<file path="config.mk">
export PLATFORM = sky130hd
export DESIGN_NAME = sipo_rx
export DESIGN_NICKNAME = d
export VERILOG_FILES = /design/src/rtl/sipo_rx.sv
export SDC_FILE = /design/constraint.sdc
export NUM_CORES = 1
export LEC_CHECK = 0
export CELL_PAD_IN_SITES_DETAIL_PLACEMENT = 0
export CELL_PAD_IN_SITES_GLOBAL_PLACEMENT = 1
export CORE_MARGIN = 4
export CORE_UTILIZATION = 40
export CTS_CLUSTER_SIZE = 25
export DETAILED_ROUTE_END_ITERATION = 16
export GPL_TIMING_DRIVEN = 1
export PLACE_DENSITY_LB_ADDON = 0.1
export SLEW_MARGIN = 5
export SYNTH_ARGS = -nofsm -noshare
export SYNTH_HDL_FRONTEND = slang
export SYNTH_SLANG_ARGS = --single-unit
</file>
<file path="constraint.sdc">
create_clock -name clk -period 2.1 [get_ports clk]
set_input_delay 0.63 -clock clk [delete_from_list [all_inputs] [get_ports clk]]
set_output_delay 0.63 -clock clk [all_outputs]
set_load 0.05 [all_outputs]
</file>
<file path="src/rtl/sipo_rx.sv">
// LSB-first serial-to-parallel receiver with a start-framed shift FSM and a
// single-slot output buffer. A word completing while the slot is full is dropped.
module sipo_rx #(
    parameter int WIDTH = 16
) (
    input  logic             clk,
    input  logic             rst_n,
    input  logic             serial_in,
    input  logic             start,
    input  logic             out_ready,
    input  logic             overrun_clr,
    output logic [WIDTH-1:0] parallel_out,
    output logic             out_valid,
    output logic             busy,
    output logic             overrun
);
    localparam int CW = $clog2(WIDTH + 1);

    typedef enum logic {
        IDLE  = 1'b0,
        SHIFT = 1'b1
    } state_t;

    state_t           state;
    logic [WIDTH-1:1] sreg;
    logic [CW-1:0]    count;

    logic             last_bit;
    logic             complete;
    logic             accept;
    logic [WIDTH-1:0] word;

    // Only the upper WIDTH-1 bits are stored: the final bit arrives on
    // serial_in in the completing cycle and is merged in directly.
    assign word     = {serial_in, sreg};
    assign last_bit = (count == CW'(WIDTH - 1));
    // A start on the last bit cycle resynchronises instead of completing.
    assign complete = (state == SHIFT) && !start && last_bit;
    // Handshake: a word transfers on every edge where out_valid and out_ready
    // are both high; out_valid stays up and parallel_out stays stable until then.
    assign accept   = out_valid && out_ready;

    always_ff @(posedge clk or negedge rst_n) begin
        if (!rst_n) begin
            state <= IDLE;
            sreg  <= '0;
            count <= '0;
            busy  <= 1'b0;
        end else if (start) begin
            sreg  <= word[WIDTH-1:1];
            count <= CW'(1);
            state <= SHIFT;
            busy  <= 1'b1;
        end else if (state == SHIFT) begin
            sreg <= word[WIDTH-1:1];
            if (last_bit) begin
                count <= '0;
                state <= IDLE;
                busy  <= 1'b0;
            end else begin
                count <= count + CW'(1);
            end
        end
    end

    always_ff @(posedge clk or negedge rst_n) begin
        if (!rst_n) begin
            parallel_out <= '0;
            out_valid    <= 1'b0;
            overrun      <= 1'b0;
        end else begin
            if (complete && (!out_valid || accept)) begin
                parallel_out <= word;
                out_valid    <= 1'b1;
            end else if (accept) begin
                out_valid <= 1'b0;
            end

            if (complete && out_valid && !out_ready) begin
                overrun <= 1'b1;
            end else if (overrun_clr) begin
                overrun <= 1'b0;
            end
        end
    end

endmodule

</file>
* Yosys cells after proc, flatten, opt, wreduce, memory -nomap -nowiden
Index checks and enable logic that the tools add are counted.
** Word-level totals
- Flip-flop bits (word level) :: 40
- Input port bits :: 6
- Output and inout port bits :: 19
** Operators by class
- Add/sub/neg operators :: 1
- Equality and inequality tests :: 1
- Multiplexer cells :: 15
- Reductions and logical operators :: 15
** Operator list (number)
- 15-bit 2-to-1 mux :: 2
- 5-bit 2-to-1 mux :: 3
- 1-bit 2-to-1 mux :: 10
- 2-bit nonzero test :: 4
- 1-bit logical AND :: 6
- 5-bit by 1-bit adder with 5-bit output, second input constant :: 1
- 5-bit by 4-bit == test with 1-bit output, second input constant :: 1
- 1-bit zero test :: 3
- 2-bit AND reduction :: 1
- 1-bit logical OR :: 1

* Depth between registers and ports, before layout
- Depth in word-level cells :: 6
- Gate-level depth with buffers :: 5
- Mapped depth without buffers :: 4

* Least setup slack after synthesis
Ideal clock, no wire load.
- Path kind :: in2reg
- Start :: input start
- End :: register sreg[10] (netlist name)
- Library setup time :: 125 ps
- Arrival time :: 1684 ps
- Required time :: 1975 ps
- Path slack :: 291 ps
- Stages on the path :: 4
- Path buffers :: 2
- Cell sequence :: buf_2 > nor2_1 > buf_2 > mux2_2
** On the way
- Longest elaborated chain between the ends :: 1
** Ends and longest elaborated chain
- start, declared :: line 9 : input logic start,
- 15-bit 2-to-1 mux / 2-bit nonzero test (equally long branches)
- end signal, assigned :: line 50 : sreg <= word[WIDTH-1:1];
- end signal, assigned :: line 55 : sreg <= word[WIDTH-1:1];
- end, declared :: line 25 : logic [WIDTH-1:1] sreg;
Parallel ways exist; a longest one is shown, timed or not.
A chain may end at the register's enable or synchronous reset.

* Final worst setup path
- Start :: input out_ready
- End :: register parallel_out[15]
** On the way
- Longest elaborated chain between the ends :: 3
** Ends and longest elaborated chain
- start, declared :: line 10 : input logic out_ready,
- 1-bit logical AND :: line 41 : assign accept = out_valid && out_ready;
- 1-bit logical OR :: line 72 : if (complete && (!out_valid || accept)) begin
- 1-bit logical AND :: line 72
- end signal, assigned :: line 73 : parallel_out <= word;
- end, declared :: line 12 : output logic [WIDTH-1:0] parallel_out,
No other way between the ends.

==> impl_metrics.yaml <==
place:
  port_buffers: 24
  place_congestion: 0.702
  dp_hpwl_um: 1890
timing:
  worstMarginPinSlew_ns: 0.441
  relSlewSlack_pct: 70.6
  rsz0062_at_grt: "no"
  slew_violations: 0
  fin_crit_sh_pct: 85.8
  fin_skew_ns: 0.00418
  min_period_ns: 1.80
  fmax_ghz: 0.555
  setup_viol: 0
  hold_viol: 0
logic_synthesis:
  ys_warn_count: 0
  synth_ff_type: "dfrtp_1"
  synth_area_um2: 1570
  synth_common_cells: "40 x dfrtp_1, 31 x mux2_2, 3 x nand2_1, 3 x nor2_1"
  ys_types: 22
  syn_avg_cell_area_um2: 15.5
  synth_mux_area_share_pct: 22.3
  synth_top_area_share_pct: 63.9
  yosys.area_share.simple_pct: 7.75
  syn_nets: 108
  synth-xor-area-share_pct: 1.12
  yosysMostFrequentCell: "dfrtp_1"
  synth_seq_cells: 40
  synth_seq_area_share_pct: 63.9
  synth_top_area_cell: "dfrtp_1"
  synth_top_family_by_area: "multiplexers"
  async_reset_ff_share_pct: 100
  syn_inst: 101
  synthTopCellsByArea: "dfrtp_1 64%, mux2_2 22%, nor4b_4 1.5%"
  synth_edf_count: 0
  synth_adder_area_share_pct: 0.799
  synth_compound_area_share_pct: 2.32
pwr:
  pwr-share-seq_pct: 53.1
  power_w: 0.00156
  internal_power_w: 0.00121
  power_switching_w: 0.000351
  irDropWorstVdd_mv: 0.477
  power_density_nw_per_um2: 790
  clkPwrFrac_pct: 39.0
  swShare_pct: 22.5
  combPwrFrac_pct: 7.8
  p_leak_nw: 0.959
cells_and_area:
  fillers: 361
  seq_area_um2: 1000
  drive_above_1_share_pct: 50.7
  syn_to_final_growth_pct: 26.0
  n_antenna_cell: 0
  final_util_pct: 53.1
  multiInputGateArea_um2: 537
  fin_nets: 144
floorplan:
  fp.dieW_um: 70.6
  chipHeight_um: 70.6
  io_pins: 25
  initial_utilization_pct: 42.2
  placementRows: 22
  core_um2: 3720
  die_area_um2: 4980
cts:
  clkSlewWorstSetupHoldPaths_ns: 0.08
  clk_latency_ns: 0.29
  cts_hold_buf: 0
  cts_setup_buffers: 0
  htree_levels: 2
  clock-sinks: 40
  cts_resized: 0
  cts_tree: "built"
  numCtsBuffers: 5
  cts_buffer_depth: 2
  clock-root-buffer: "clkbuf_8"
worst_setup_path:
  end_kind: "flip-flop"
  slowest_delay_ns: 0.45
  critPathSlowestCell: "clkdlybuf4s50_1"
  cp.arrival_ns: 1.98
  required_ns: 2.28
  crit_type: "input port to flip-flop"
  crit_chain: "clkdlybuf4s50_1 -> nand2b_1 -> nor4b_4 -> buf_4 -> mux2_2"
  worst-path-max-fanout: 8
  start_kind: "input port"
routing:
  drc: 0
  dr_wl_met3_um: 120
  dr.pass1.iters: 4
  drtIter0Drc: 41
  routedWlPerCell_um: 13.8
  highest_layer: "met4"
  num_vias: 913
  wl_um: 2570
  ant_nets: 0
  wl_met1_um: 1120
  route.met2.wl_um: 1280
  viasPerCell: 4.91
hold_path:
  min_path_type: "input port to asynchronous set/reset pin"
run:
  timing.max_cap.violations: 0
global_routing:
  overflow: 0
  first_global_vias: 960
  antenna_found_initial: 0
  grt_max_degree: 23
  grt_pass1_wl_um: 4610
  grt_usage_pct: 12.1
run_status:
  status: "finished clean"
-- final timing paths --
| kind | start | to | slack, ns | cells past startpoint |
|---|---|---|---|---|
| worst max-delay path | out_ready | parallel_out[15] | 0.30 | 5 |
| worst min-delay path | rst_n | parallel_out[5] | 0.27 | 1 |
| worst max register to register | count[0] | parallel_out[15] | 0.36 | 5 |
| worst min register to register | busy | busy | 0.49 | 1 |
| max in group asynchronous | rst_n | out_valid | 1.36 | 2 |
| min in group clk | busy | busy | 0.49 | 1 |
-- critical path: cells and delay by family --
| family | cells | cell delay [ns] |
|---|---|---|
| buffers and inverters | 2 | 0.67 |
| multiplexers | 1 | 0.35 |
| AND/OR/NAND/NOR | 2 | 0.34 |
-- metrics by stage --
step / hold slack, ns / cells / instance area [µm²] / setup slack [ns] / setup TNS, ns
2_1_floorplan: 0.334 / 101 / 1570 / 0.291 / 0
3_3_place_gp: 0.463 / 178 / 1870 / -0.00497 / -0.0226
3_5_place_dp: 0.481 / 178 / 1870 / -0.0350 / -0.299
4_1_cts: 0.280 / 186 / 1970 / 0.278 / 0
5_1_grt: 0.305 / 186 / 1970 / 0.210 / 0
6_report: 0.272 / 186 / 1970 / 0.298 / 0
-- flip-flops by register name, indices dropped and copies added, names as in the netlist --
signal        count
parallel_out     16
sreg             15
count             5
busy              1
out_valid         1
overrun           1
state             1
-- metal layers --
layer	vias to the layer above	GRT usage, %
met5	-	0
met4	0	5.64
met3	7	5.26
met2	14	18.1
met1	464	15.1
li1	428	-
-- kinds of logic after synthesis --
| family | count (synthesis) |
|---|---|
| AO/OA/AOI/OAI | 6 |
| XOR/XNOR | 2 |
| adder cells (fa/ha/maj) | 1 |
| buffers and inverters | 5 |
| flip-flops | 40 |
| multiplexers | 31 |
| AND/OR/NAND/NOR | 16 |
-- cell type report --
cell class	count	share of cell area [%]
sequential	40	50.7
multi-input combinational	56	27.2
timing repair buffer	32	13.2
clock buffer	6	3.68
tap	48	3.04
clock inverter	2	1.78
inverter	2	0.380
-- power groups by stage --
stage               combinational, W  clock, W  sequential, W
global placement            0.000123         0       0.000843
floorplan                  0.0000422         0       0.000868
global route                0.000135  0.000666       0.000833
CTS                         0.000125  0.000627       0.000829
finish                      0.000122  0.000609       0.000828
detailed placement          0.000125         0       0.000844
-- layout by cell type (no fill, tap or decap), drive strengths merged, types with 2 or more instances in the layout --
master,count
o21ai,2
clkdlybuf4s50,4
nand4,2
xor2,2
nand2,3
buf,28
dfrtp,40
mux2,31
clkbuf,6
inv,2
nand2b,2
nor2,3
a21oi,2
No activity file was read; power rests on OpenSTA's default activity.
